--- src/rtl/sh4a_decode_queue_pkg.sv ---
// Shared types for the SH-4A decode queue: decode record, opcode classes,
// class predicates, pairing rule and access-size scale shifts.
package sh4a_decode_queue_pkg;

  localparam int unsigned SH_B = 0;
  localparam int unsigned SH_W = 1;
  localparam int unsigned SH_L = 2;

  typedef enum logic [4:0] {
    OP_UNK, OP_NOP, OP_ALU, OP_MEM, OP_PCREL,
    OP_BRA, OP_BSR, OP_BRAF, OP_BSRF, OP_JMP, OP_JSR, OP_RTS, OP_RTE,
    OP_BT, OP_BF, OP_BTS, OP_BFS,
    OP_SLEEP, OP_LDTLB, OP_SYNCO, OP_LDCSR, OP_STCSR
  } op_e;

  typedef struct packed {
    op_e             op;
    logic            legal;
    logic            privileged;
    logic [2:0]      src_vld;
    logic [2:0][3:0] src_reg;
    logic            dest_vld;
    logic [3:0]      dest_reg;
    logic            imm_vld;
    logic [31:0]     imm;
    logic [31:0]     pc;
    logic            is_branch;
    logic            in_slot;
    logic            illegal_slot;
    logic            priv_violation;
  } sh4a_dec_t;

  function automatic logic op_serialising(op_e op);
    return op inside {OP_RTE, OP_SLEEP, OP_LDTLB, OP_SYNCO, OP_LDCSR, OP_STCSR};
  endfunction

  function automatic logic op_delayed(op_e op);
    return op inside {OP_BRA, OP_BSR, OP_BRAF, OP_BSRF, OP_JMP, OP_JSR,
                      OP_RTS, OP_RTE, OP_BTS, OP_BFS};
  endfunction

  function automatic logic op_branch(op_e op);
    return op_delayed(op) || (op inside {OP_BT, OP_BF});
  endfunction

  function automatic logic op_priv(op_e op);
    return op inside {OP_RTE, OP_SLEEP, OP_LDTLB, OP_LDCSR, OP_STCSR};
  endfunction

  function automatic logic op_pcrel(op_e op);
    return op == OP_PCREL;
  endfunction

  // b may follow a in the same issue group
  function automatic logic can_pair(sh4a_dec_t a, sh4a_dec_t b);
    logic hazard;
    hazard = 1'b0;
    for (int s = 0; s < 3; s++)
      if (a.dest_vld && b.src_vld[s] && (b.src_reg[s] == a.dest_reg)) hazard = 1'b1;
    return !op_serialising(a.op) && !hazard && !op_delayed(b.op);
  endfunction

endpackage

--- src/rtl/sh4a_decode_queue_lane.sv ---
// Combinational single-insn decoder: 16-bit SH-4A opcode + PC -> decode record.
// Slot and privilege-violation fields are filled in by the queue.
module sh4a_decode_queue_lane
  import sh4a_decode_queue_pkg::*;
(
  input  logic [15:0] insn_i,
  input  logic [31:0] pc_i,
  output sh4a_dec_t   dec_o
);

  logic [3:0]  rn, rm;
  logic [31:0] sext8, zd4, zd8, sd12;

  assign rn    = insn_i[11:8];
  assign rm    = insn_i[7:4];
  assign sext8 = {{24{insn_i[7]}}, insn_i[7:0]};
  assign zd4   = {28'h0, insn_i[3:0]};
  assign zd8   = {24'h0, insn_i[7:0]};
  assign sd12  = {{19{insn_i[11]}}, insn_i[11:0], 1'b0};

  always_comb begin
    dec_o       = '0;
    dec_o.op    = OP_UNK;
    dec_o.legal = 1'b1;
    dec_o.pc    = pc_i;
    casez (insn_i)
      16'h0009: dec_o.op = OP_NOP;
      16'h000B: dec_o.op = OP_RTS;
      16'h002B: dec_o.op = OP_RTE;
      16'h001B: dec_o.op = OP_SLEEP;
      16'h0038: dec_o.op = OP_LDTLB;
      16'h00AB: dec_o.op = OP_SYNCO;
      16'h0?02: begin dec_o.op = OP_STCSR; dec_o.dest_vld = 1'b1; dec_o.dest_reg = rn; end
      16'h0?23: begin dec_o.op = OP_BRAF; dec_o.src_vld[0] = 1'b1; dec_o.src_reg[0] = rn; end
      16'h0?03: begin dec_o.op = OP_BSRF; dec_o.src_vld[0] = 1'b1; dec_o.src_reg[0] = rn; end
      16'h4?0E: begin dec_o.op = OP_LDCSR; dec_o.src_vld[0] = 1'b1; dec_o.src_reg[0] = rn; end
      16'h4?2B: begin dec_o.op = OP_JMP; dec_o.src_vld[0] = 1'b1; dec_o.src_reg[0] = rn; end
      16'h4?0B: begin dec_o.op = OP_JSR; dec_o.src_vld[0] = 1'b1; dec_o.src_reg[0] = rn; end
      16'h1???: begin
        dec_o.op = OP_MEM; dec_o.src_vld[1:0] = 2'b11; dec_o.src_reg[0] = rm; dec_o.src_reg[1] = rn;
        dec_o.imm_vld = 1'b1; dec_o.imm = zd4 << SH_L;
      end
      16'h2??2: begin
        dec_o.op = OP_MEM; dec_o.src_vld[1:0] = 2'b11; dec_o.src_reg[0] = rm; dec_o.src_reg[1] = rn;
      end
      16'h3??C: begin
        dec_o.op = OP_ALU; dec_o.src_vld[1:0] = 2'b11; dec_o.src_reg[0] = rm; dec_o.src_reg[1] = rn;
        dec_o.dest_vld = 1'b1; dec_o.dest_reg = rn;
      end
      16'h5???: begin
        dec_o.op = OP_MEM; dec_o.src_vld[0] = 1'b1; dec_o.src_reg[0] = rm;
        dec_o.dest_vld = 1'b1; dec_o.dest_reg = rn; dec_o.imm_vld = 1'b1; dec_o.imm = zd4 << SH_L;
      end
      16'h6??3: begin
        dec_o.op = OP_ALU; dec_o.src_vld[0] = 1'b1; dec_o.src_reg[0] = rm;
        dec_o.dest_vld = 1'b1; dec_o.dest_reg = rn;
      end
      16'h7???: begin
        dec_o.op = OP_ALU; dec_o.src_vld[0] = 1'b1; dec_o.src_reg[0] = rn;
        dec_o.dest_vld = 1'b1; dec_o.dest_reg = rn; dec_o.imm_vld = 1'b1; dec_o.imm = sext8;
      end
      // MOV.B/W R0,@(disp,Rn)
      16'b1000_000?_????_????: begin
        dec_o.op = OP_MEM; dec_o.src_vld[1:0] = 2'b11; dec_o.src_reg[0] = 4'd0; dec_o.src_reg[1] = rm;
        dec_o.imm_vld = 1'b1; dec_o.imm = zd4 << (insn_i[8] ? SH_W : SH_B);
      end
      16'b1000_010?_????_????: begin
        dec_o.op = OP_MEM; dec_o.src_vld[0] = 1'b1; dec_o.src_reg[0] = rm;
        dec_o.dest_vld = 1'b1; dec_o.dest_reg = 4'd0;
        dec_o.imm_vld = 1'b1; dec_o.imm = zd4 << (insn_i[8] ? SH_W : SH_B);
      end
      16'h88??: begin
        dec_o.op = OP_ALU; dec_o.src_vld[0] = 1'b1; dec_o.src_reg[0] = 4'd0;
        dec_o.imm_vld = 1'b1; dec_o.imm = sext8;
      end
      16'b1000_1??1_????_????: begin
        dec_o.op = insn_i[10] ? (insn_i[9] ? OP_BFS : OP_BTS) : (insn_i[9] ? OP_BF : OP_BT);
        dec_o.imm_vld = 1'b1; dec_o.imm = sext8 << 1;
      end
      16'h9???: begin
        dec_o.op = OP_PCREL; dec_o.dest_vld = 1'b1; dec_o.dest_reg = rn;
        dec_o.imm_vld = 1'b1; dec_o.imm = zd8 << SH_W;
      end
      16'hA???: begin dec_o.op = OP_BRA; dec_o.imm_vld = 1'b1; dec_o.imm = sd12; end
      16'hB???: begin dec_o.op = OP_BSR; dec_o.imm_vld = 1'b1; dec_o.imm = sd12; end
      16'hC7??: begin
        dec_o.op = OP_PCREL; dec_o.dest_vld = 1'b1; dec_o.dest_reg = 4'd0;
        dec_o.imm_vld = 1'b1; dec_o.imm = zd8 << SH_L;
      end
      16'hD???: begin
        dec_o.op = OP_PCREL; dec_o.dest_vld = 1'b1; dec_o.dest_reg = rn;
        dec_o.imm_vld = 1'b1; dec_o.imm = zd8 << SH_L;
      end
      16'hE???: begin
        dec_o.op = OP_ALU; dec_o.dest_vld = 1'b1; dec_o.dest_reg = rn;
        dec_o.imm_vld = 1'b1; dec_o.imm = sext8;
      end
      default: dec_o.legal = 1'b0;
    endcase
    dec_o.privileged = op_priv(dec_o.op);
    dec_o.is_branch  = op_branch(dec_o.op);
  end

endmodule

--- src/rtl/sh4a_decode_queue.sv ---
// Buffered multi-lane SH-4A decode stage: circular insn queue, pairing,
// delay-slot tracking and a registered per-lane decode output.
module sh4a_decode_queue
  import sh4a_decode_queue_pkg::*;
#(
  parameter int FETCH_WIDTH = 2,
  parameter int ISSUE_WIDTH = 2,
  parameter int DEPTH       = 8
) (
  input  logic                                 clk_i,
  input  logic                                 rst_ni,
  input  logic                                 flush_i,
  input  logic                                 sr_md_i,
  input  logic                                 in_valid_i,
  output logic                                 in_ready_o,
  input  logic [$clog2(FETCH_WIDTH+1)-1:0]     in_count_i,
  input  logic [16*FETCH_WIDTH-1:0]            in_insn_i,
  input  logic [31:0]                          in_pc_i,
  output logic [ISSUE_WIDTH-1:0]               out_valid_o,
  input  logic                                 out_ready_i,
  output sh4a_dec_t [ISSUE_WIDTH-1:0]          out_dec_o
);

  localparam int AW = $clog2(DEPTH);
  localparam int CW = $clog2(FETCH_WIDTH+1);

  logic [15:0]      insn_mem [DEPTH];
  logic [31:0]      pc_mem   [DEPTH];
  logic [AW-1:0]    wr_q, rd_q;
  logic [AW:0]      cnt_q, n_pop;
  logic [ISSUE_WIDTH-1:0] vld_q, take;
  sh4a_dec_t [ISSUE_WIDTH-1:0] raw, nxt, dec_q;
  logic             slot_q, slot_d, push, ld;

  assign in_ready_o  = cnt_q <= (AW+1)'(DEPTH - FETCH_WIDTH);
  assign push        = in_valid_i && in_ready_o && !flush_i;
  assign ld          = !(|vld_q) || out_ready_i;
  assign out_valid_o = vld_q;
  assign out_dec_o   = dec_q;

  for (genvar g = 0; g < ISSUE_WIDTH; g++) begin : g_lane
    sh4a_decode_queue_lane u_lane (
      .insn_i (insn_mem[rd_q + AW'(g)]),
      .pc_i   (pc_mem[rd_q + AW'(g)]),
      .dec_o  (raw[g])
    );
  end

  // Lanes issue in order; a lane is taken only if every earlier lane was.
  always_comb begin
    nxt            = raw;
    take           = '0;
    n_pop          = '0;
    slot_d         = slot_q;
    take[0]        = cnt_q != '0;
    nxt[0].in_slot = slot_q;
    for (int i = 1; i < ISSUE_WIDTH; i++) begin
      take[i]        = take[i-1] && (cnt_q > (AW+1)'(i)) && can_pair(raw[i-1], raw[i]);
      nxt[i].in_slot = op_delayed(raw[i-1].op);
    end
    for (int i = 0; i < ISSUE_WIDTH; i++) begin
      nxt[i].illegal_slot   = nxt[i].in_slot && (raw[i].is_branch || op_pcrel(raw[i].op));
      nxt[i].priv_violation = raw[i].privileged && !sr_md_i;
      if (take[i]) begin
        n_pop  = n_pop + (AW+1)'(1);
        slot_d = op_delayed(raw[i].op);
      end
    end
  end

  always_ff @(posedge clk_i) begin
    if (!rst_ni || flush_i) begin
      wr_q   <= '0;
      rd_q   <= '0;
      cnt_q  <= '0;
      vld_q  <= '0;
      slot_q <= 1'b0;
    end else begin
      if (push) wr_q <= wr_q + AW'(in_count_i);
      if (ld) begin
        rd_q   <= rd_q + n_pop[AW-1:0];
        vld_q  <= take;
        slot_q <= slot_d;
      end
      cnt_q <= cnt_q + (push ? (AW+1)'(in_count_i) : '0) - (ld ? n_pop : '0);
    end
  end

  always_ff @(posedge clk_i) begin
    if (ld) dec_q <= nxt;
    for (int i = 0; i < FETCH_WIDTH; i++) begin
      if (push && (CW'(i) < in_count_i)) begin
        insn_mem[wr_q + AW'(i)] <= in_insn_i[16*i +: 16];
        pc_mem[wr_q + AW'(i)]   <= in_pc_i + 32'(2*i);
      end
    end
  end

  always @(posedge clk_i)
    if (rst_ni && in_valid_i && in_ready_o)
      assert (in_count_i != '0 && in_count_i <= CW'(FETCH_WIDTH));

endmodule

--- config.mk ---
export PLATFORM = sky130hd
export DESIGN_NAME = sh4a_decode_queue
export DESIGN_NICKNAME = d
export VERILOG_FILES = /design/src/rtl/sh4a_decode_queue_pkg.sv /design/src/rtl/sh4a_decode_queue_lane.sv /design/src/rtl/sh4a_decode_queue.sv
export SDC_FILE = /design/constraint.sdc
export NUM_CORES = 1
export LEC_CHECK = 0
export ABC_AREA = 1
export CORE_MARGIN = 2
export CORE_UTILIZATION = 35
export CTS_CLUSTER_SIZE = 12
export DETAILED_ROUTE_END_ITERATION = 10
export DONT_BUFFER_PORTS = 1
export SYNTH_ARGS = -nofsm -noshare
export SYNTH_HDL_FRONTEND = slang
export SYNTH_HIERARCHICAL = 1
export SYNTH_SLANG_ARGS = --single-unit
--- constraint.sdc ---
create_clock -name clk_i -period 14.7 [get_ports clk_i]
set_clock_uncertainty 0.15 [all_clocks]
set_input_delay 1.47 -clock clk_i [delete_from_list [all_inputs] [get_ports clk_i]]
set_output_delay 1.47 -clock clk_i [all_outputs]
set_load 0.01 [all_outputs]
==> reports/metrics.csv, run 1 <==
stage;metric;value;unit
clock_tree;Post-CTS Setup Inserts;0;
floorplanning;Initial Util;35.32;%
placed_design;dpl hpwl;68590;um
floorplanning;I/O Pins;267;
run_status;status;finished clean;
routing;drt pass-1 iters;8;
worst_setup_path;WS Path Type;flop to flop;
sta;setup tns final;0;ns
placed_design;RePlAce Congestion;0.9202;
sta;Max Clock Freq;133.5;MHz
floorplanning;Cell Rows;114;
sta;Max Slew Vio Count;0;
placed_design;pre-CTS WS;7.223;ns
routing;Routed wire per std cell;21.72;um
clock_tree;Max Root-Sink Buffers;3;
min_path;hold crit path type;flop to flop;
min_path;Worst Hold End;rd_q[2];
finish;Nets;3855;
sta;Worst-Margin Slew;1.217;ns
floorplanning;Core Area;96710;sq um
worst_setup_path;Data arrival, critical path;7.90;ns
worst_setup_path;RR Startpoint;rd_q[0];
grt;Total Routing Usage GR;21.63;%
sta;min Tclk post-route;7.491;ns
grt;grt ovf;0;
routing;WL final;110700;um
floorplanning;die height;316.4;um
routing;vias after detailed routing;27560;
clock_tree;CTS root buffer;clkbuf_16;
sta;final worst-path cycle share;50.96;%
yosys;number of synthesis warnings;6;
grt;first-pass GRT wire length;163400;um
clock_tree;Clock Sinks;592;
worst_setup_path;Setup crit end kind;flop;
power_and_ir_drop;Pleak;13.93;nW
power_and_ir_drop;pwr dens;210.2;nW/um^2
min_path;hold depth;1;
sta;final worst slack;7.209;ns
min_path;HP Start;rd_q[2];
routing;Initial DRC Count;2691;
clock_tree;H-Tree Level Count;3;
sta;Max transition margin;18.46;%
finish;share of post-route cells with drive strength above 1;7.628;%
sta;Setup violations, final;0;
run;MaxCap Viol Count;0;
routing;Via-to-Cell Ratio;5.408;
sta;Fin. Hold Viols;0;
worst_setup_path;worst r2r dst;cnt_q[3];
worst_setup_path;crit-path max FO;74;
worst_setup_path;Worst Setup Start Kind;flop;
clock_tree;post-cts repair resize count;0;
floorplanning;die area;100100;sq um
floorplanning;Die W;316.4;um
grt;vias in the first global route;26190;
clock_tree;Reg clk slew, reported paths;0.06;ns
worst_setup_path;Worst EP required;15.11;ns
sta;RSZ-0062 raised after global routing;no;
clock_tree;CTS Buf Count;72;
yosys;Mapped Avg Cell Area;8.523;sq um
worst_setup_path;R2R depth;27;
power_and_ir_drop;VDD IR max;183.0;uV
grt;largest net degree at the start of global routing;128;
yosys;Mapped Cells;4007;
grt;initial antenna violation count;6;
clock_tree;Clk Latency, worst-skew pair;0.67;ns
clock_tree;CTS tree;built;
routing;post-detailed-route DRC marker count;0;
routing;Final ANT Viol Nets;0;
yosys;post-synthesis cell area;34150;sq um
finish;area grow syn2layout;6.594;%
clock_tree;Post-CTS Hold Fix Bufs;0;
placed_design;Port Buffers;0;
worst_setup_path;R2R setup slack;7.21;ns
layout make-up:
class	count	area (sq um)
fillers	9742	60300
flip-flops and latches	592	17630
multi-input cells	2708	13270
clock buffers	89	1907
well taps	1276	1597
inverters	344	1308
clock inverters	42	376.6
repair buffers	40	300.3
diodes	6	15.01
critical path: stages, from the launching register on:
cell	delay (ns)
dfxtp_4	0.87
ha_4	0.26
xor2_4	0.57
buf_4	0.93
nor2_1	0.13
a31oi_1	0.89
inv_2	0.14
nand2_2	0.13
nor2_2	0.09
nand3_2	0.13
nand2_1	0.10
nor3_2	0.38
o22ai_1	0.18
inv_1	0.10
nor2_1	0.04
nor3_1	0.17
nand2_1	0.06
and2_1	0.15
nand2_1	0.20
inv_1	0.07
ha_1	0.22
nand2_1	0.09
fa_1	0.47
ha_1	0.31
a21o_1	0.15
a21oi_1	0.16
o21ai_0	0.10
a21oi_1	0.12
registers in the layout, indices dropped and copies added, names as in the netlist, named ones only:
| name | cells |
|---|---|
| pc_mem | 256 |
| out_valid_o | 2 |
| rd_q | 3 |
| wr_q | 3 |
| slot_q | 1 |
| insn_mem | 128 |
| out_dec_o | 192 |
| cnt_q | 4 |
routing by layer:
metal,track usage (%),share of wire [%]
met3,4.382,8.4
met4,9.734,3.9
met2,36.25,48
met5,0,0.012
met1,26.90,40
metrics by stage:
step | area, sq um | cells | power [mW] | hold WS (ns) | utilization [%]
final | 36400 | 5097 | 7.652 | 0.4588 | 37.64
after global routing | 36400 | 5094 | 8.179 | 0.4706 | 37.64
after CTS | 36390 | 5091 | 7.694 | 0.4606 | 37.63
after detailed placement | 34110 | 4960 | 5.933 | 0.4520 | 35.27
after global placement | 34110 | 4960 | 5.927 | 0.4295 | 35.27
after floorplan | 34180 | 4015 | 5.210 | 0.2810 | -
worst max-delay path by stage:
stage,start,end,slack (ns),depth (start not counted)
floorplan,flush_i,insn_mem[0][0],8.34,5
global placement,rd_q[0],cnt_q[3],7.39,27
global route,rd_q[0],cnt_q[3],6.56,27
finish,rd_q[0],cnt_q[3],7.21,27
detailed placement,rd_q[0],cnt_q[3],7.22,27
CTS,rd_q[0],cnt_q[3],7.21,27
report_power, final:
| part | switching, mW | internal [mW] | leakage (nW) | total [mW] |
|---|---|---|---|---|
| Sequential | 0.293 | 2.32 | 5.74 | 2.61 |
| Clock | 0.752 | 0.984 | 1.11 | 1.74 |
| Combinational | 2.41 | 0.887 | 7.08 | 3.30 |
cell usage in the layout (no fill, tap or decap), types with 12 or more instances in the layout:
cell and n:
dfxtp_1 12, clkinv_2 14, nand2_2 12, xor2_1 24, inv_2 27, edfxtp_1 576
buf_4 40, o21ai_0 556, ha_1 20, o221ai_1 13, nor2_1 388, a31oi_1 96
clkbuf_16 73, nand2_1 911, nand3_1 54, inv_1 308, a21oi_1 260, o211ai_1 49
nor2_2 22, clkinv_1 21, nor3_1 21, o22ai_1 20, nor2_4 16, o21ai_1 135
clkbuf_1 14, nand4_1 15, nand3_2 14
No activity file was read; power rests on OpenSTA's default activity.
==> run 2: changes to the inputs <==
==> constraint.sdc (replaced) <==
create_clock -name clk_i -period 7.7 [get_ports clk_i]
set_clock_uncertainty 0.15 [all_clocks]
set_input_delay 0.77 -clock clk_i [delete_from_list [all_inputs] [get_ports clk_i]]
set_output_delay 0.77 -clock clk_i [all_outputs]
set_load 0.01 [all_outputs]
==> run 2 against run 1 <==
- core utilization up 0.13 points
- clock power up 94%
- register-to-register slack worse by 5.9 ns
- total power up 92%
- wire length down 0.38%
- worst setup slack worse by 5.9 ns
- critical path type unchanged
==> reports/metrics.csv, run 2 (synthesis results as in run 1) <==
stage;metric;value;unit
finish;fill count;9732;
worst_setup_path;Worst Setup Start Kind;flop;
grt;largest net degree at the start of global routing;180;
clock_tree;Post-CTS Hold Fix Bufs;0;
placed_design;dpl hpwl;66990;um
sta;Hold Slack;0.07959;ns
finish;register area;17630;sq um
clock_tree;Post-CTS Setup Inserts;0;
floorplanning;die height;316.4;um
worst_setup_path;critical path depth in cells;30;
clock_tree;CTS Buf Count;71;
finish;area of the multi-input gates;13270;sq um
sta;Max Clock Freq;155.7;MHz
worst_setup_path;Top delay family on crit path;adder cells;
worst_setup_path;crit-path max FO;34;
power_and_ir_drop;Pleak;14.00;nW
floorplanning;die area;100100;sq um
finish;area grow syn2layout;6.972;%
finish;most common cell after layout, fill and taps aside;nand2_1;
clock_tree;CTS tree;built;
worst_setup_path;Worst EP required;8.10;ns
routing;vias after detailed routing;27480;
worst_setup_path;Max stage delay on crit path;0.56;ns
routing;Initial DRC Count;3127;
worst_setup_path;WS Path Type;flop to flop;
routing;drt pass-1 iters;6;
worst_setup_path;Data arrival, critical path;6.82;ns
finish;post-route insts no fill;5109;
floorplanning;Cell Rows;114;
routing;Via-to-Cell Ratio;5.379;
sta;Worst-Margin Slew;1.163;ns
worst_setup_path;WP buf/inv;4;
clock_tree;post-cts repair resize count;0;
grt;vias in the first global route;25850;
placed_design;Port Buffers;0;
run;MaxCap Viol Count;0;
routing;Routed wire per std cell;21.58;um
finish;share of post-route cells with drive strength above 1;7.913;%
placed_design;RePlAce Congestion;0.9166;
sta;Max transition margin;22.38;%
clock_tree;Reg clk slew, reported paths;0.06;ns
floorplanning;I/O Pins;267;
routing;post-detailed-route DRC marker count;0;
finish;Top reg by flops;pc_mem;
placed_design;Post-Place Cells;4977;
grt;initial antenna violation count;8;
sta;min Tclk post-route;6.421;ns
floorplanning;Initial Util;35.32;%
sta;Fin. Hold Viols;0;
sta;final worst-path cycle share;83.39;%
min_path;hold depth;0;
clock_tree;CTS root buffer;clkbuf_16;
floorplanning;Core Area;96710;sq um
finish;Nets;3871;
sta;Setup violations, final;0;
power_and_ir_drop;VDD IR max;234.5;uV
worst_setup_path;R2R depth;30;
worst_setup_path;Max stage delay cell, worst path;ha_4;
clock_tree;H-Tree Level Count;3;
min_path;hold crit path type;input port to flop;
clock_tree;Clock Sinks;592;
floorplanning;Die W;316.4;um
sta;Max Slew Vio Count;0;
routing;Final ANT Viol Nets;0;
sta;setup tns final;0;ns
worst_setup_path;Setup crit end kind;flop;
grt;grt ovf;0;
finish;most frequent cells in the layout;nand2_1, edfxtp_1, o21ai_0;
finish;max FFs per register;256;
sta;RSZ-0062 raised after global routing;no;
grt;Total Routing Usage GR;21.54;%
clock_tree;Clk Latency, worst-skew pair;0.64;ns
clock_tree;Max Root-Sink Buffers;3;
grt;first-pass GRT wire length;162500;um
run_status;status;finished clean;
power_and_ir_drop;pwr dens;402.9;nW/um^2
routing;WL final;110300;um
[run 2: worst register-to-register path: cells and delay by family (launching register included)]
family,cells,cell delay [ns]
adders and majority gates,5,1.91
DFF,1,0.37
and+or+nand+nor,13,1.43
AOI/OAI and AO/OA,8,1.55
buffers and inverters,4,0.94
[run 2: final timing paths]
path	slack, ns	end	startpoint
max	1.28	cnt_q[3]	rd_q[0]
min reg2reg	0.43	slot_q	slot_q
max reg2reg	1.28	cnt_q[3]	rd_q[0]
min	0.08	pc_mem[4][0]	in_pc_i[0]
[run 2: area by class of cell]
class,instances,share of cell area [%]
clock inverter,38,1.147
clock buffer,90,5.086
sequential,592,48.26
tap,1276,4.370
timing repair buffer,57,1.206
multi-input combinational,2708,36.32
antenna,4,0.02740
inverter,344,3.579
[run 2: metrics by stage]
step	area, sq um	total power, mW	utilization, %	setup WS, ns
floorplan	34180	9.946	-	2.038
global placement	34250	11.36	35.41	1.360
detailed placement	34250	11.38	35.41	1.320
CTS	36520	14.80	37.77	1.299
global route	36530	15.75	37.77	0.6976
finish	36530	14.72	37.78	1.279
[run 2: per-layer routing]
layer,vias to the layer above,part of all wire (%),GRT usage (%)
met2,1176,49,37.12
met1,13010,39,26.18
met5,-,0.048,0
li1,13070,-,-
met3,221,8.7,5.056
met4,8,3.3,7.890
[run 2: where the power goes]
group	switching, mW	internal [mW]
clock network	1.42	1.96
registers	0.527	4.43
logic	4.61	1.78
